### src/rtl/video_capture_fb.sv
// Capture path: 640x480 DE/vsync pixel stream downscaled 8x8 into a
// double-buffered 80x60 RGB framebuffer write port.
module video_capture_fb #(
  parameter int HACTIVE = 640,
  parameter int VACTIVE = 480,
  parameter int XRES    = 80,
  parameter int YRES    = 60,
  parameter int VPOL    = 1
) (
  input  logic        clk_pclk,
  input  logic        resetn,
  input  logic        vid_de,
  input  logic        vid_hsync,
  input  logic        vid_vsync,
  input  logic [23:0] vid_rgb,
  input  logic        arm,
  input  logic        continuous,
  output logic        wr_en,
  output logic [12:0] wr_addr,
  output logic [23:0] wr_data,
  output logic        wr_seg,
  output logic        active_seg,
  output logic        busy,
  output logic        frame_done,
  output logic        err_geom
);

  localparam logic [9:0]  HACT   = 10'(HACTIVE);
  localparam logic [8:0]  VACT   = 9'(VACTIVE);
  localparam logic [12:0] XRES_W = 13'(XRES);

  typedef enum logic [1:0] {
    S_IDLE,
    S_WAIT_VSYNC,
    S_CAPTURE,
    S_DONE
  } state_t;

  state_t      state_q, state_d;
  logic        de_q, vs_q;
  logic [9:0]  pix_q, pix_d;
  logic [8:0]  line_q, line_d;
  logic [10:0] acc_r_q, acc_g_q, acc_b_q;
  logic [10:0] acc_r_d, acc_g_d, acc_b_d;
  logic        wr_en_q, wr_en_d;
  logic [12:0] wr_addr_q, wr_addr_d;
  logic [23:0] wr_data_q, wr_data_d;
  logic        wr_seg_q, wr_seg_d;
  logic        active_q, active_d;
  logic        done_q, done_d;
  logic        err_q, err_d;

  logic        vs_act, vs_start, de_rise, de_fall;
  logic [9:0]  pix_cur;
  logic [10:0] sum_r, sum_g, sum_b;
  logic        use_px, geom_bad;

  // hsync carries no information needed for counting
  logic unused_ok;
  assign unused_ok = &{1'b0, vid_hsync, YRES[0]};

  assign vs_act   = (VPOL != 0) ? vid_vsync : ~vid_vsync;
  assign vs_start = vs_act & ~vs_q;
  assign de_rise  = vid_de & ~de_q;
  assign de_fall  = ~vid_de & de_q;

  // The first pixel of a line must already see pix==0, so the clear on
  // de_rise is applied combinationally to the value used this cycle.
  assign pix_cur = de_rise ? '0 : pix_q;

  assign sum_r = acc_r_q + {3'b000, vid_rgb[23:16]};
  assign sum_g = acc_g_q + {3'b000, vid_rgb[15:8]};
  assign sum_b = acc_b_q + {3'b000, vid_rgb[7:0]};

  assign use_px = vid_de && (line_q[2:0] == 3'd0) && (pix_cur < HACT) && (line_q < VACT);
  assign geom_bad = (de_fall && (pix_q != HACT)) || (de_rise && (line_q >= VACT));

  always_comb begin
    state_d   = state_q;
    pix_d     = pix_q;
    line_d    = line_q;
    acc_r_d   = acc_r_q;
    acc_g_d   = acc_g_q;
    acc_b_d   = acc_b_q;
    wr_en_d   = 1'b0;
    wr_addr_d = wr_addr_q;
    wr_data_d = wr_data_q;
    wr_seg_d  = wr_seg_q;
    active_d  = active_q;
    done_d    = 1'b0;
    err_d     = err_q;

    unique case (state_q)
      S_IDLE: begin
        if (arm) begin
          state_d = S_WAIT_VSYNC;
          err_d   = 1'b0;
        end
      end

      S_WAIT_VSYNC: begin
        if (vs_start) begin
          state_d  = S_CAPTURE;
          pix_d    = '0;
          line_d   = '0;
          acc_r_d  = '0;
          acc_g_d  = '0;
          acc_b_d  = '0;
          wr_seg_d = ~active_q;
        end
      end

      S_CAPTURE: begin
        if (vid_de)
          pix_d = (pix_cur == '1) ? pix_cur : pix_cur + 10'd1;
        if (de_fall)
          line_d = (line_q == '1) ? line_q : line_q + 9'd1;

        if (use_px) begin
          if (pix_cur[2:0] == 3'd7) begin
            wr_en_d   = 1'b1;
            wr_data_d = {sum_r[10:3], sum_g[10:3], sum_b[10:3]};
            wr_addr_d = {7'b0, line_q[8:3]} * XRES_W + {6'b0, pix_cur[9:3]};
            acc_r_d   = '0;
            acc_g_d   = '0;
            acc_b_d   = '0;
          end else begin
            acc_r_d = sum_r;
            acc_g_d = sum_g;
            acc_b_d = sum_b;
          end
        end

        if (geom_bad)
          err_d = 1'b1;

        // vsync abort wins over a coincident end-of-frame de_fall
        if (vs_start) begin
          err_d   = 1'b1;
          wr_en_d = 1'b0;
          state_d = S_DONE;
        end else if (de_fall && (line_q == VACT - 9'd1)) begin
          state_d = S_DONE;
          if (!(err_q || geom_bad)) begin
            active_d = ~active_q;
            done_d   = 1'b1;
          end
        end
      end

      S_DONE: begin
        state_d = continuous ? S_WAIT_VSYNC : S_IDLE;
      end

      default: state_d = S_IDLE;
    endcase
  end

  always_ff @(posedge clk_pclk) begin
    if (!resetn) begin
      state_q   <= S_IDLE;
      de_q      <= 1'b0;
      vs_q      <= 1'b0;
      pix_q     <= '0;
      line_q    <= '0;
      acc_r_q   <= '0;
      acc_g_q   <= '0;
      acc_b_q   <= '0;
      wr_en_q   <= 1'b0;
      wr_addr_q <= '0;
      wr_data_q <= '0;
      wr_seg_q  <= 1'b1;
      active_q  <= 1'b0;
      done_q    <= 1'b0;
      err_q     <= 1'b0;
    end else begin
      state_q   <= state_d;
      de_q      <= vid_de;
      vs_q      <= vs_act;
      pix_q     <= pix_d;
      line_q    <= line_d;
      acc_r_q   <= acc_r_d;
      acc_g_q   <= acc_g_d;
      acc_b_q   <= acc_b_d;
      wr_en_q   <= wr_en_d;
      wr_addr_q <= wr_addr_d;
      wr_data_q <= wr_data_d;
      wr_seg_q  <= wr_seg_d;
      active_q  <= active_d;
      done_q    <= done_d;
      err_q     <= err_d;
    end
  end

  assign wr_en      = wr_en_q;
  assign wr_addr    = wr_addr_q;
  assign wr_data    = wr_data_q;
  assign wr_seg     = wr_seg_q;
  assign active_seg = active_q;
  assign busy       = (state_q == S_WAIT_VSYNC) || (state_q == S_CAPTURE);
  assign frame_done = done_q;
  assign err_geom   = err_q;

endmodule

### config.mk
export PLATFORM = sky130hd
export DESIGN_NAME = video_capture_fb
export DESIGN_NICKNAME = d
export VERILOG_FILES = /design/src/rtl/video_capture_fb.sv
export SDC_FILE = /design/constraint.sdc
export NUM_CORES = 1
export LEC_CHECK = 0
export CAP_MARGIN = 25
export CORE_UTILIZATION = 40
export CTS_BUF_LIST = sky130_fd_sc_hd__clkbuf_2
export CTS_CLUSTER_SIZE = 25
export DETAILED_ROUTE_END_ITERATION = 7
export PLACE_DENSITY = 0.73
export SLEW_MARGIN = 10
export SYNTH_ARGS = -nofsm -noshare
export SYNTH_HDL_FRONTEND = slang
export SYNTH_SLANG_ARGS = --single-unit
export TNS_END_PERCENT = 50
### constraint.sdc
create_clock -name clk_pclk -period 3.2 [get_ports clk_pclk]
set_clock_uncertainty 0.05 [all_clocks]
set_input_delay 0.8 -clock clk_pclk [delete_from_list [all_inputs] [get_ports clk_pclk]]
set_output_delay 0.8 -clock clk_pclk [all_outputs]
set_load 0.01 [all_outputs]
==> out/metrics.yaml <==
sta:
  timing.final.setup_violations: 0
  final.period_utilization: 0.907
  grt_setup_unrepaired: "no"
  maxSlewViolCount: 0
  final_hold_viol_count: 0
  post-route-min-period_ns: 2.90
  tightest_slew_ns: 0.562
  timing.max_slew.rel_slack: 0.626
  fmax_ghz: 0.344
floorplanning:
  die_x_um: 121
  ios: 74
  die_area_mm2: 0.0147
  floorplan.initialDensity: 0.409
  die-height_um: 121
  row_count: 43
  core_area_mm2: 0.0139
finish:
  nets: 847
  seqCellArea_mm2: 0.00196
  drive_gt1_frac: 0.0856
  final_non_filler_cell_total: 951
  antennaDiodeCount: 0
  fill_cells: 1332
  area_growth_syn_to_fin_pct: 22.3
  multi_input_gate_area_mm2: 0.00348
flow_run:
  max_cap_violations: 0
setup_path:
  worst-endpoint-arrival_ns: 2.05
  crit_path_start_kind: "flop"
  critical_path.endpoint_type: "output pin"
  worstPathRequired_ns: 2.35
  r2r_slack_ns: 0.39
  timing.critical_path.fanout_max: 5
  critPathKind: "reg2out"
  worstSetupStartpoint: "state_q[1]$_SDFFE_PN0P_"
  crit-reg2reg-launch: "line_q[6]$_SDFFE_PN0P_"
route:
  route.layer.met1.wl_mm: 6.64
  remaining_drc_errors: 0
  top_layer_used: "met4"
  vias_per_cell: 5.43
  detail_route.wirelength_mm: 13.5
  firstDrtPassIters: 5
  wl_met3_um: 467
  per_cell_routed_wire_length_um: 14.2
  antenna_violating_nets_post_route: 0
  first_iter_violations: 320
  dr_total_vias: 5161
  met2RoutedLength_mm: 6.21
global_routing:
  globalRoute.totalOverflow: 0
  first_global_vias: 4701
  track_usage: 0.192
  grt_pass1_wl_mm: 22.5
  grt_antenna_before_repair: 0
  maximum_number_of_pins_on_one_net_before_global_route_repair: 57
logic_synthesis:
  ys_types: 63
  syn_area_mm2: 0.00568
  ys_ff_latch: 98
  synthesis.yosys.warnings: 0
  async_reset_ff_frac: 0
  synth_edf_count: 0
  netlist_instances: 673
  synth_top_flop_cell: "sky130_fd_sc_hd__dfxtp_1"
  synth.avg_cell_area_um2: 8.44
  seq_area_frac_synth: 0.345
  synthesis.nets: 754
placed_design:
  numPortBuffers: 72
  place.gp.congestion: 0.916
  post-place-cells: 935
  hpwlAfterDp_mm: 9.68
clocking:
  cts_hold_buf: 0
  h-tree-depth: 3
  cts.root.buffer_cell: "sky130_fd_sc_hd__clkbuf_2"
  worst_setup_hold_path_clk_slew_ns: 0.24
  cts_max_path_buffers: 2
  cts_made_buffers: 9
  post_cts_buffers: 0
  post_cts.resized_instances: 0
  insertion_delay_ns: 0.61
  tritoncts: "done"
  cts_sinks: 98
outcome:
  run_status: "finished, final reports clean"
power:
  leakage_nw: 2.60
  power_mw: 2.69
  power_per_cell_area_mw_per_mm2: 387
  worst_ir_drop_vdd_v: 0.000272
worst_hold_path:
  holdCritStartpoint: "wr_addr[8]$_SDFFE_PN0P_"
  worst_hold_path_type: "reg2reg"
## cells in the final DEF, fill, tap and decap left out, drive strengths merged, types with 3 or more instances in the layout
cell type      count
xor2              22
o2111ai            6
a31oi              7
nand4             17
o21ai             43
a22oi             14
o211ai            12
nand2b            14
nand3             41
clkinv             3
or3                8
nor2              52
nand2             65
a211o              3
nor4               4
fa                 5
xnor2             15
and2              14
and3               8
buf               40
a21oi             46
o311ai            10
clkbuf             9
clkdlybuf4s50     71
o21bai             5
a211oi            13
inv               30
dfxtp             98
a21o               7
nor3               5
mux2i              3
ha                45
## final cells by class
class / instances / share of cell area
clock inverter: 7 / 0.00972
tap: 180 / 0.0324
multi-input combinational: 517 / 0.501
clock buffer: 9 / 0.00648
timing repair buffer: 111 / 0.152
sequential: 98 / 0.282
inverter: 29 / 0.0157
## per-stage QoR
| step | setup WS (ns) | instance area [µm²] | util | TNS, ns | hold slack (ns) |
|---|---|---|---|---|---|
| 2_1_floorplan | 0.396 | 5680 | - | 0 | 0.398 |
| 3_3_place_gp | -0.0873 | 6840 | 0.493 | -0.540 | 0.394 |
| 3_5_place_dp | -0.105 | 6840 | 0.493 | -0.953 | 0.394 |
| 4_1_cts | 0.243 | 6950 | 0.501 | 0 | 0.428 |
| 5_1_grt | 0.166 | 6950 | 0.501 | 0 | 0.446 |
| 6_report | 0.296 | 6950 | 0.501 | 0 | 0.422 |
## critical path: stages (launching register included)
cell	delay [ns]
sky130_fd_sc_hd__dfxtp_1	0.46
sky130_fd_sc_hd__inv_1	0.11
sky130_fd_sc_hd__ha_1	0.36
sky130_fd_sc_hd__clkdlybuf4s50_1	0.55
## Yosys cell counts (13+ instances only)
cell type | n | area share
sky130_fd_sc_hd__inv_1 | 29 | 0.019
sky130_fd_sc_hd__and2_1 | 14 | 0.015
sky130_fd_sc_hd__nand4_1 | 17 | 0.019
sky130_fd_sc_hd__nand2_1 | 65 | 0.043
sky130_fd_sc_hd__xnor2_1 | 15 | 0.023
sky130_fd_sc_hd__nor2_1 | 51 | 0.034
sky130_fd_sc_hd__a21oi_1 | 46 | 0.041
sky130_fd_sc_hd__a211oi_1 | 13 | 0.017
sky130_fd_sc_hd__a22oi_1 | 14 | 0.018
sky130_fd_sc_hd__xor2_1 | 22 | 0.034
sky130_fd_sc_hd__dfxtp_1 | 98 | 0.35
sky130_fd_sc_hd__nand3_1 | 41 | 0.036
sky130_fd_sc_hd__o21ai_0 | 42 | 0.037
sky130_fd_sc_hd__ha_1 | 45 | 0.099
sky130_fd_sc_hd__nand2b_1 | 14 | 0.015
sky130_fd_sc_hd__clkbuf_1 | 16 | 0.011
## flip-flops by register name, indices dropped and copies added, names as in the netlist, 2 cells and up
| register | cells |
|---|---|
| acc_b_q | 11 |
| acc_g_q | 11 |
| acc_r_q | 11 |
| line_q | 9 |
| wr_data | 24 |
| wr_addr | 13 |
| state_q | 2 |
| pix_q | 10 |
## metal layers
layer  track usage  vias up
met4        0.0640        0
met1         0.257     2405
met2         0.314      102
met3        0.0291       13
li1              -     2641
met5             0        -
## where the power goes
part	total (mW)	internal, mW	switching [mW]
clock network	0.613	0.177	0.436
logic	0.782	0.324	0.458
registers	1.29	1.26	0.0321
total	2.69	1.76	0.926
## path summary, 6_finish.rpt
check / to / cells past startpoint
setup / recovery: busy / 3
hold / removal: wr_addr[8]$_SDFFE_PN0P_ / 2
setup reg to reg: wr_addr[11]$_SDFFE_PN0P_ / 8
hold reg to reg: wr_addr[8]$_SDFFE_PN0P_ / 2
## cell families after synthesis
| logic type | Yosys count | synth area share |
|---|---|---|
| AO/OA/AOI/OAI | 184 | 0.219 |
| buffers and inverters | 58 | 0.0416 |
| XOR/XNOR | 37 | 0.0570 |
| multiplexers | 3 | 0.00529 |
| AND/OR/NAND/NOR | 243 | 0.215 |
| flip-flops | 98 | 0.345 |
| adder cells (fa/ha/maj) | 50 | 0.117 |
No activity file was read; power rests on OpenSTA's default activity.
